### src/rtl/wb_pkg.sv
// Shared widths, FSM state encoding and request payload type for the
// register-file writeback arbiter.
package wb_pkg;

    localparam int REG_AW = 4;
    localparam int DATA_W = 32;

    typedef enum logic {
        EX_PRI = 1'b0,
        LD_PRI = 1'b1
    } arb_state_e;

    typedef struct packed {
        logic [REG_AW-1:0] rd;
        logic [DATA_W-1:0] data;
    } wb_req_t;

endpackage

### src/rtl/wb_port_arbiter_if.sv
// Writeback bus: execute and load-return request channels plus the
// registered register-file write port.
interface wb_port_arbiter_if;
    import wb_pkg::*;

    logic              ex_valid;
    logic [REG_AW-1:0] ex_rd;
    logic [DATA_W-1:0] ex_data;
    logic              ex_ready;

    logic              ld_valid;
    logic [REG_AW-1:0] ld_rd;
    logic [DATA_W-1:0] ld_data;
    logic              ld_ready;

    logic              rf_we;
    logic [REG_AW-1:0] rf_wa;
    logic [DATA_W-1:0] rf_wd;

    // Requester / register-file side.
    modport master (
        output ex_valid, ex_rd, ex_data,
        input  ex_ready,
        output ld_valid, ld_rd, ld_data,
        input  ld_ready,
        input  rf_we, rf_wa, rf_wd
    );

    // Arbiter side.
    modport slave (
        input  ex_valid, ex_rd, ex_data,
        output ex_ready,
        input  ld_valid, ld_rd, ld_data,
        output ld_ready,
        output rf_we, rf_wa, rf_wd
    );

endinterface

### src/rtl/wb_ld_fifo.sv
// In-order load-return buffer; head is the oldest entry, valid whenever
// empty is low. Pointers wrap naturally because DEPTH is a power of two.
module wb_ld_fifo
    import wb_pkg::*;
#(
    parameter int DEPTH = 2
) (
    input  logic                     clk,
    input  logic                     rst,
    input  logic                     push,
    input  logic                     pop,
    input  wb_req_t                  din,
    output wb_req_t                  head,
    output logic                     full,
    output logic                     empty,
    output logic [$clog2(DEPTH):0]   count
);

    localparam int AW = $clog2(DEPTH);

    wb_req_t         mem [DEPTH];
    logic [AW-1:0]   wr_ptr;
    logic [AW-1:0]   rd_ptr;
    logic            do_push;
    logic            do_pop;

    assign do_push = push && !full;
    assign do_pop  = pop && !empty;

    // NOTE: storage has no reset; an entry is only read after it was written,
    // so clearing it would add reset fan-out for nothing.
    always_ff @(posedge clk) begin
        if (do_push) begin
            mem[wr_ptr] <= din;
        end
    end

    // NOTE: sequential state uses non-blocking assignments so every flop
    // samples the pre-edge values regardless of statement order.
    always_ff @(posedge clk or posedge rst) begin
        if (rst) begin
            wr_ptr <= '0;
            rd_ptr <= '0;
            count  <= '0;
        end else begin
            if (do_push) wr_ptr <= wr_ptr + 1'b1;
            if (do_pop)  rd_ptr <= rd_ptr + 1'b1;
            case ({do_push, do_pop})
                2'b10:   count <= count + 1'b1;
                2'b01:   count <= count - 1'b1;
                default: count <= count;
            endcase
        end
    end

    assign head  = mem[rd_ptr];
    assign empty = (count == '0);
    assign full  = (count == (AW+1)'(DEPTH));

endmodule

### src/rtl/wb_port_arbiter.sv
// Single register-file write port shared by execute results and buffered
// load returns; execute normally wins, loads are forced through when the
// buffer fills or its head has waited too long.
module wb_port_arbiter
    import wb_pkg::*;
#(
    parameter int LD_DEPTH   = 2,
    parameter int STARVE_MAX = 4
) (
    input  logic                    clk,
    input  logic                    rst,
    wb_port_arbiter_if.slave        bus
);

    localparam int SW = (STARVE_MAX < 2) ? 1 : $clog2(STARVE_MAX);
    localparam logic [SW-1:0] STARVE_LIM = SW'(STARVE_MAX - 1);
    localparam int CW = $clog2(LD_DEPTH) + 1;

    arb_state_e       state;
    arb_state_e       state_nx;
    logic [SW-1:0]    starve;
    logic             sel_ex;
    logic             sel_ld;
    logic             ex_ready;
    logic             ld_push;
    wb_req_t          ld_in;
    wb_req_t          ld_head;
    logic             ld_full;
    logic             ld_empty;
    logic [CW-1:0]    ld_count;

    assign ld_in   = '{rd: bus.ld_rd, data: bus.ld_data};
    assign ld_push = bus.ld_valid && !ld_full;

    wb_ld_fifo #(.DEPTH(LD_DEPTH)) u_ld_fifo (
        .clk   (clk),
        .rst   (rst),
        .push  (ld_push),
        .pop   (sel_ld),
        .din   (ld_in),
        .head  (ld_head),
        .full  (ld_full),
        .empty (ld_empty),
        .count (ld_count)
    );

    always_ff @(posedge clk or posedge rst) begin
        if (rst) state <= EX_PRI;
        else     state <= state_nx;
    end

    // NOTE: every output of this block is given a default first, so no path
    // leaves a signal unassigned and no latch is inferred.
    always_comb begin
        state_nx = state;
        ex_ready = 1'b0;
        sel_ex   = 1'b0;
        sel_ld   = 1'b0;
        case (state)
            EX_PRI: begin
                ex_ready = 1'b1;
                if (bus.ex_valid)   sel_ex = 1'b1;
                else if (!ld_empty) sel_ld = 1'b1;
                if (ld_full || (starve == STARVE_LIM && !ld_empty && !sel_ld))
                    state_nx = LD_PRI;
            end
            LD_PRI: begin
                sel_ld = !ld_empty;
                // Drop back once the final buffered load leaves with nothing behind it.
                if (ld_empty || (ld_count == CW'(1) && !ld_push))
                    state_nx = EX_PRI;
            end
            default: state_nx = EX_PRI;
        endcase
    end

    assign bus.ex_ready = ex_ready;
    assign bus.ld_ready = !ld_full;

    always_ff @(posedge clk or posedge rst) begin
        if (rst) begin
            starve <= '0;
        end else if (ld_empty || sel_ld) begin
            starve <= '0;
        end else if (starve != STARVE_LIM) begin
            starve <= starve + 1'b1;
        end
    end

    always_ff @(posedge clk or posedge rst) begin
        if (rst) begin
            bus.rf_we <= 1'b0;
            bus.rf_wa <= '0;
            bus.rf_wd <= '0;
        end else begin
            bus.rf_we <= sel_ex || sel_ld;
            if (sel_ex) begin
                bus.rf_wa <= bus.ex_rd;
                bus.rf_wd <= bus.ex_data;
            end else if (sel_ld) begin
                bus.rf_wa <= ld_head.rd;
                bus.rf_wd <= ld_head.data;
            end
        end
    end

endmodule

### src/flat_wrapper.sv
// flat-port wrapper written by rule: the top's interface ports become plain ports
module wb_port_arbiter_flat import wb_pkg::*;
#(
    parameter int LD_DEPTH   = 2,
    parameter int STARVE_MAX = 4
)
  (clk, rst, bus_ex_valid, bus_ex_rd, bus_ex_data, bus_ex_ready, bus_ld_valid, bus_ld_rd, bus_ld_data, bus_ld_ready, bus_rf_we, bus_rf_wa, bus_rf_wd);
  wb_port_arbiter_if bus_i ();
  input  logic clk;
  input  logic rst;
  input wire logic [$bits(bus_i.ex_valid)-1:0] bus_ex_valid;
  input wire logic [$bits(bus_i.ex_rd)-1:0] bus_ex_rd;
  input wire logic [$bits(bus_i.ex_data)-1:0] bus_ex_data;
  output wire logic [$bits(bus_i.ex_ready)-1:0] bus_ex_ready;
  input wire logic [$bits(bus_i.ld_valid)-1:0] bus_ld_valid;
  input wire logic [$bits(bus_i.ld_rd)-1:0] bus_ld_rd;
  input wire logic [$bits(bus_i.ld_data)-1:0] bus_ld_data;
  output wire logic [$bits(bus_i.ld_ready)-1:0] bus_ld_ready;
  output wire logic [$bits(bus_i.rf_we)-1:0] bus_rf_we;
  output wire logic [$bits(bus_i.rf_wa)-1:0] bus_rf_wa;
  output wire logic [$bits(bus_i.rf_wd)-1:0] bus_rf_wd;
  assign bus_i.ex_valid = bus_ex_valid;
  assign bus_i.ex_rd = bus_ex_rd;
  assign bus_i.ex_data = bus_ex_data;
  assign bus_ex_ready = bus_i.ex_ready;
  assign bus_i.ld_valid = bus_ld_valid;
  assign bus_i.ld_rd = bus_ld_rd;
  assign bus_i.ld_data = bus_ld_data;
  assign bus_ld_ready = bus_i.ld_ready;
  assign bus_rf_we = bus_i.rf_we;
  assign bus_rf_wa = bus_i.rf_wa;
  assign bus_rf_wd = bus_i.rf_wd;
  wb_port_arbiter #(.LD_DEPTH(LD_DEPTH), .STARVE_MAX(STARVE_MAX)) u_core (.clk(clk), .rst(rst), .bus(bus_i));
endmodule
### config.mk
export PLATFORM = sky130hd
export DESIGN_NAME = wb_port_arbiter_flat
export DESIGN_NICKNAME = d
export VERILOG_FILES = /design/src/rtl/wb_pkg.sv /design/src/rtl/wb_port_arbiter_if.sv /design/src/rtl/wb_ld_fifo.sv /design/src/rtl/wb_port_arbiter.sv /design/src/flat_wrapper.sv
export SDC_FILE = /design/constraint.sdc
export NUM_CORES = 1
export LEC_CHECK = 0
export BUFFER_PORTS_ARGS = -buffer_cell sky130_fd_sc_hd__buf_2
export CAP_MARGIN = 10
export CORE_MARGIN = 10
export CORE_UTILIZATION = 55
export CTS_BUF_LIST = sky130_fd_sc_hd__clkbuf_4
export DETAILED_ROUTE_END_ITERATION = 7
export PLACE_DENSITY = 0.82
export SYNTH_ARGS = -nofsm -noshare
export SYNTH_HDL_FRONTEND = slang
export SYNTH_SLANG_ARGS = --single-unit
### constraint.sdc
create_clock -name clk -period 5.5 [get_ports clk]
set_input_delay 0.275 -clock clk [delete_from_list [all_inputs] [get_ports clk]]
set_output_delay 0.275 -clock clk [all_outputs]
set_load 0.03 [all_outputs]
==> results of run 1 <==
## final timing paths
| path | from | end |
|---|---|---|
| setup / recovery | u_core.state | u_core.u_ld_fifo.count[1] |
| hold / removal | rst | u_core.bus.rf_wd[5] |
| setup reg to reg | u_core.state | u_core.u_ld_fifo.count[1] |
| hold reg to reg | u_core.u_ld_fifo.count[0] | u_core.u_ld_fifo.count[0] |
| max in group asynchronous | rst | u_core.u_ld_fifo.rd_ptr |
| min in group clk | bus_ex_data[30] | u_core.bus.rf_wd[30] |
## layer usage
| metal | share of wire (%) | up-vias | routed length [µm] |
|---|---|---|---|
| li1 | - | 1504 | - |
| met5 | 0 | - | 0 |
| met1 | 38 | 1511 | 4080 |
| met4 | 2.1 | 0 | 223 |
| met2 | 55 | 94 | 5940 |
| met3 | 5.5 | 20 | 594 |
## metrics by stage
step / utilization (%) / cells / setup slack, ns / total power, mW
4_1_cts: 77.5 / 613 / 3.27 / 3.60
5_1_grt: 77.6 / 616 / 3.13 / 3.77
6_report: 77.6 / 616 / 3.29 / 3.58
3_5_place_dp: 64.7 / 511 / 3.27 / 2.80
2_1_floorplan: - / 307 / 2.70 / 2.47
3_3_place_gp: 64.7 / 511 / 3.37 / 2.73
## state kept, by name, summed over array words and instances (netlist names)
signal                   flops
u_core.u_ld_fifo.mem        72
u_core.bus.rf_wd            32
u_core.bus.rf_wa             4
u_core.starve                2
u_core.u_ld_fifo.count       2
u_core.bus.rf_we             1
u_core.state                 1
u_core.u_ld_fifo.rd_ptr      1
u_core.u_ld_fifo.wr_ptr      1
## cell type report
class | count | area share [%]
Multi-Input combinational cell | 169 | 21.6
Timing Repair Buffer | 186 | 19.9
Clock buffer | 17 | 1.97
Sequential cell | 116 | 50.4
Tap cell | 105 | 2.03
Clock inverter | 15 | 3.65
Inverter | 6 | 0.386
Antenna cell | 2 | 0.0773
## critical path, stage by stage (launching register included)
cell	delay, ns
dfrtp_1	0.44
nor2b_4	0.51
buf_4	0.48
nor2_1	0.15
ha_1	0.24
xnor2_1	0.17
o21ai_0	0.09
## cells in the final DEF, fill, tap and decap left out, drive strengths merged, types with 8 or more instances in the layout
master       instances
dfrtp               44
dlygate4sd3         71
buf                115
nand2               39
mux2i               37
o21ai               37
clkbuf              17
edfxtp              72
mux2                36
clkinv               8
## power groups by stage
stage | combinational (mW) | clock [mW] | sequential, mW
floorplan | 0.830 | 0 | 1.64
global placement | 1.30 | 0 | 1.43
detailed placement | 1.35 | 0 | 1.45
CTS | 1.39 | 0.777 | 1.43
global route | 1.48 | 0.820 | 1.47
finish | 1.38 | 0.764 | 1.43
## cell families after synthesis
| family | synth area share, % |
|---|---|
| adders and majority gates | 1.31 |
| and+or+nand+nor | 3.81 |
| muxes | 18.5 |
| xor gates and xnor gates | 0.914 |
| buffers and inverters | 3.08 |
| AOI/OAI and AO/OA | 4.31 |
| DFF | 68.1 |
## repair_timing
action                    CTS  global route
resized for setup           0             0
hold buffers               70             1
hold endpoints to repair  106             1
==> results.toml, run 1 <==
[synthesis]
ys_async_sr_fraction_pct = 37.9
synthFlopType = "edfxtp_1"
synth.area.top_cells = "edfxtp_1 45%, dfrtp_1 23%, mux2_4 9.1%, mux2i_1 7.7%, nand2_1 3.1%"
ys_warn_count = 0
ys_seq_area_share_pct = 68.1
syn_avg_cell_area_um2 = 15.6
syn_nets = 388
yosysTopAreaCellShare_pct = 45.1
synth_common_cells = "72 x edfxtp_1, 44 x dfrtp_1, 39 x nand2_1"
synth_edf_count = 72
synth_area_um2 = 4790
synth_cell_type_count = 26
synth_cells = 307
synth_top_area_cell = "edfxtp_1"
synth_seq_cells = 116
synth.most_common_cell = "edfxtp_1"

[layout]
fill_cells = 474
layout.nets = 577
area_growth_syn_to_layout_pct = 35.2
drive_gt1_share_pct = 36.7
ff_latch_area_um2 = 3260
multi_input_area_um2 = 1400
fin_area_um2 = 6470

[power]
p_per_area_nw_per_um2 = 553
ir_worst_vdd_mv = 0.293
internal_power_mw = 2.27
p_sw_mw = 1.31
swShare_pct = 36.6
power_frac_comb_pct = 38.6
total_leakage_power_nw = 2.90
clkPwrFrac_pct = 21.4
seqPwrFrac_pct = 40.1

[place]
dpl_cell_area_um2 = 5400
gp_congestion = 0.774
hpwl_um = 6750
io_buffers = 114

[timing]
min_period_over_period_pct = 40.1
finalSetupViolCount = 0
setup_tns_ns = 0
hold_violations = 15
slew_viol_final = 0
maxSlewHeadroom_pct = 24.9
worst_pin_slew_ns = 1.13
skew_ns = 0.0185
rsz0062_at_grt = "false"
max_freq_ghz = 0.453
fin_crit_ns = 2.21
hold_ws_ns = -0.0188

[clocking]
ctsLongestPathBuffers = 2
cts_buffers = 17
htreeDepth = 4
cts_tree = "yes"
post_cts_buffers = 0
worst_skew_pair.late_latency_ns = 0.49
numClockSinks = 116
cts_root_buf = "clkbuf_4"
path_clk_slew_ns = 0.11

[die]
dieWidth_um = 113
ios = 115
coreArea_um2 = 8340
start_util_pct = 57.4
die_area_um2 = 12800
chipHeight_um = 113
rows = 33

[global_routing]
grt_overflow = 0
grt_pass1_wl_um = 17100
grt_max_degree = 46
gr-usage-all-layers_pct = 16.8
met1_usage_pct = 16.9
grt_util_met3_pct = 5.65
grt_most_used_layer = "met2"
grt_pass1_vias = 3371
use_met2_pct = 31.0
antenna_found_initial = 2

[setup_path]
r2r_cells = 6
start_kind = "register"
worstPathMaxFanout = 45
crit_required_ns = 5.88
cp-end-kind = "register"
critPathKind = "register to register"
arrival_ns = 2.59
reg2reg_slack_ns = 3.29

[drt]
post-route-drc-count = 0
wire_per_inst_um = 17.6
wirelength_um = 10800
drt-pass1-iter-count = 5
vias = 3129
drtAntennaViolNets = 0
routed_via_density = 5.08
first_iter_violations = 132

[outcome]
status = "finished, violations left"
failed_checks = "negative hold slack"

[job]
drv_cap = 0

[hold_path]
holdCritPathClass = "input port to async pin"
Note: power is estimated with default switching activity, not from simulation.
==> run 2, diff against run 1 <==
--- a/config.mk
+++ b/config.mk
@@ -8,10 +8,10 @@
 export BUFFER_PORTS_ARGS = -buffer_cell sky130_fd_sc_hd__buf_2
 export CAP_MARGIN = 10
 export CORE_MARGIN = 10
-export CORE_UTILIZATION = 55
+export CORE_UTILIZATION = 50
 export CTS_BUF_LIST = sky130_fd_sc_hd__clkbuf_4
 export DETAILED_ROUTE_END_ITERATION = 7
-export PLACE_DENSITY = 0.82
+export PLACE_DENSITY = 0.78
 export SYNTH_ARGS = -nofsm -noshare
 export SYNTH_HDL_FRONTEND = slang
 export SYNTH_SLANG_ARGS = --single-unit
==> constraint.sdc (replaced) <==
create_clock -name clk -period 1.88 [get_ports clk]
set_input_delay 0.094 -clock clk [delete_from_list [all_inputs] [get_ports clk]]
set_output_delay 0.094 -clock clk [all_outputs]
set_load 0.03 [all_outputs]
==> results.toml, run 2 (synthesis gave the netlist of run 1 again) <==
[global_routing]
grt_overflow = 0
grt_util_met3_pct = 5.56
use_met2_pct = 30.0
grt_most_used_layer = "met2"
grt_max_degree = 42
gr-usage-all-layers_pct = 16.3
met1_usage_pct = 16.8
grt_pass1_vias = 3544
antenna_found_initial = 1
grt_pass1_wl_um = 18100

[clocking]
cts_resized = 0
ctsLongestPathBuffers = 2
cts_root_buf = "clkbuf_4"
numClockSinks = 116
cts_tree = "yes"
path_clk_slew_ns = 0.10
worst_skew_pair.late_latency_ns = 0.49
htreeDepth = 4
cts_buffers = 17

[setup_path]
crit_required_ns = 2.24
slowest_stage = "dfrtp_1"
start_kind = "register"
cp-end-kind = "register"
arrival_ns = 2.10
r2r_cells = 6
critPathKind = "register to register"
worstPathMaxFanout = 17
path_cells = "inv_1, ha_1, inv_4, buf_12, mux2i_1, o21ai_1"
max_stage_delay_ns = 0.40

[die]
die_area_um2 = 13900
start_util_pct = 51.6
chipHeight_um = 118
ios = 115
coreArea_um2 = 9280
rows = 35
dieWidth_um = 118

[drt]
first_iter_violations = 139
vias = 3189
post-route-drc-count = 0
routed_via_density = 4.89
drt-pass1-iter-count = 7
wire_per_inst_um = 16.9
drtAntennaViolNets = 0
wirelength_um = 11000

[timing]
rsz0062_at_grt = "false"
maxSlewHeadroom_pct = 74.8
fin_crit_ns = 1.74
setup_tns_ns = 0
min_period_over_period_pct = 92.6
finalSetupViolCount = 0
slew_viol_final = 0
hold_violations = 0
max_freq_ghz = 0.574
worst_pin_slew_ns = 0.379
skew_ns = 0.0146

[layout]
area_growth_syn_to_layout_pct = 37.6
mostFrequentLayoutCells = "114 x buf_2, 74 x dlygate4sd3_1, 72 x edfxtp_1"
layout.nets = 590
drive_gt1_share_pct = 37.5
final_core_util_pct = 71.0
largest_reg_flops = 72
reg_top3 = "u_core.u_ld_fifo.mem x72, u_core.bus.rf_wd x32, u_core.bus.rf_wa x4"
layout_commonest_cell = "buf_2"
regMostFlops = "u_core.u_ld_fifo.mem"

[job]
drv_cap = 0

[power]
p_per_area_nw_per_um2 = 1560
ir_worst_vdd_mv = 0.854
total_leakage_power_nw = 2.95

[place]
io_buffers = 114
gp_congestion = 0.814
hpwl_um = 7210

[hold_path]
holdCritPathClass = "input port to register"
min_delay_path_depth = 3

[outcome]
status = "completed"
==> run 2: cell count changes in the layout (fill, tap and decap cells not counted), moves of 2 or more <==
| cell | previous run | this run |
|---|---|---|
| buf_12 | 0 | 5 |
| bufinv_16 | 6 | 3 |
| clkbuf_4 | 17 | 19 |
| clkinv_2 | 3 | 5 |
| dlygate4sd3_1 | 71 | 74 |
| clkinv_4 | 3 | 0 |
| buf_4 | 1 | 6 |
==> run 2: what timing repair did <==
action / 4_1_cts / 5_1_grt
endpoints found under the hold margin: 156 / 0
hold buffers: 74 / 0
setup buffers: 0 / 0
==> run 2: path summary, 6_finish.rpt <==
| kind | start | end | slack [ns] |
|---|---|---|---|
| max in group asynchronous | rst | u_core.bus.rf_wd[9] | 1.17 |
| worst max-delay path | u_core.u_ld_fifo.count[0] | u_core.bus.rf_wa[2] | 0.14 |
| worst min register to register | u_core.u_ld_fifo.count[0] | u_core.u_ld_fifo.count[0] | 0.55 |
| worst max register to register | u_core.u_ld_fifo.count[0] | u_core.bus.rf_wa[2] | 0.14 |
| min in group asynchronous | rst | u_core.bus.rf_wd[19] | 0.12 |
| worst min-delay path | bus_ld_valid | u_core.u_ld_fifo.wr_ptr | 0.09 |
==> run 2: final cells by class <==
class | count | area [µm²]
Antenna cell | 1 | 2.50
Multi-Input combinational cell | 169 | 1400
Tap cell | 129 | 161
Fill cell | 663 | 2690
Timing Repair Buffer | 199 | 1460
Clock buffer | 19 | 143
Sequential cell | 116 | 3260
Clock inverter | 13 | 141
Inverter | 6 | 25.0
==> run 2: through the flow <==
step / hold WS (ns) / instances / setup slack (ns) / instance area, µm² / power (mW)
floorplan: 0.193 / 307 / 0.0250 / 4800 / 7.22
CTS: 0.0409 / 651 / 0.158 / 6590 / 10.4
global placement: 0.0814 / 545 / 0.250 / 5560 / 8.25
finish: 0.0893 / 652 / 0.139 / 6590 / 10.3
global route: 0.0482 / 652 / 0.0500 / 6590 / 10.9
detailed placement: 0.0885 / 545 / 0.179 / 5560 / 8.41
==> run 2: metal layers <==
metal  wire (µm)  up-vias
met5           0        -
met1        4290     1562
met3         513        9
li1            -     1531
met2        6110       87
met4         130        0
==> run 2: worst max-delay path: cells and delay by family (launching register included) <==
kind                       cells  cell delay, ns
AOI/OAI and AO/OA              1            0.10
adders and majority gates      1            0.30
buffers and inverters          3            0.56
DFF                            1            0.40
muxes                          1            0.25
==> run 2: power breakdown <==
part	switching, mW	internal (mW)	total (mW)
sequential	0.435	3.61	4.05
clock	0.881	0.927	1.81
combinational	2.51	1.89	4.41
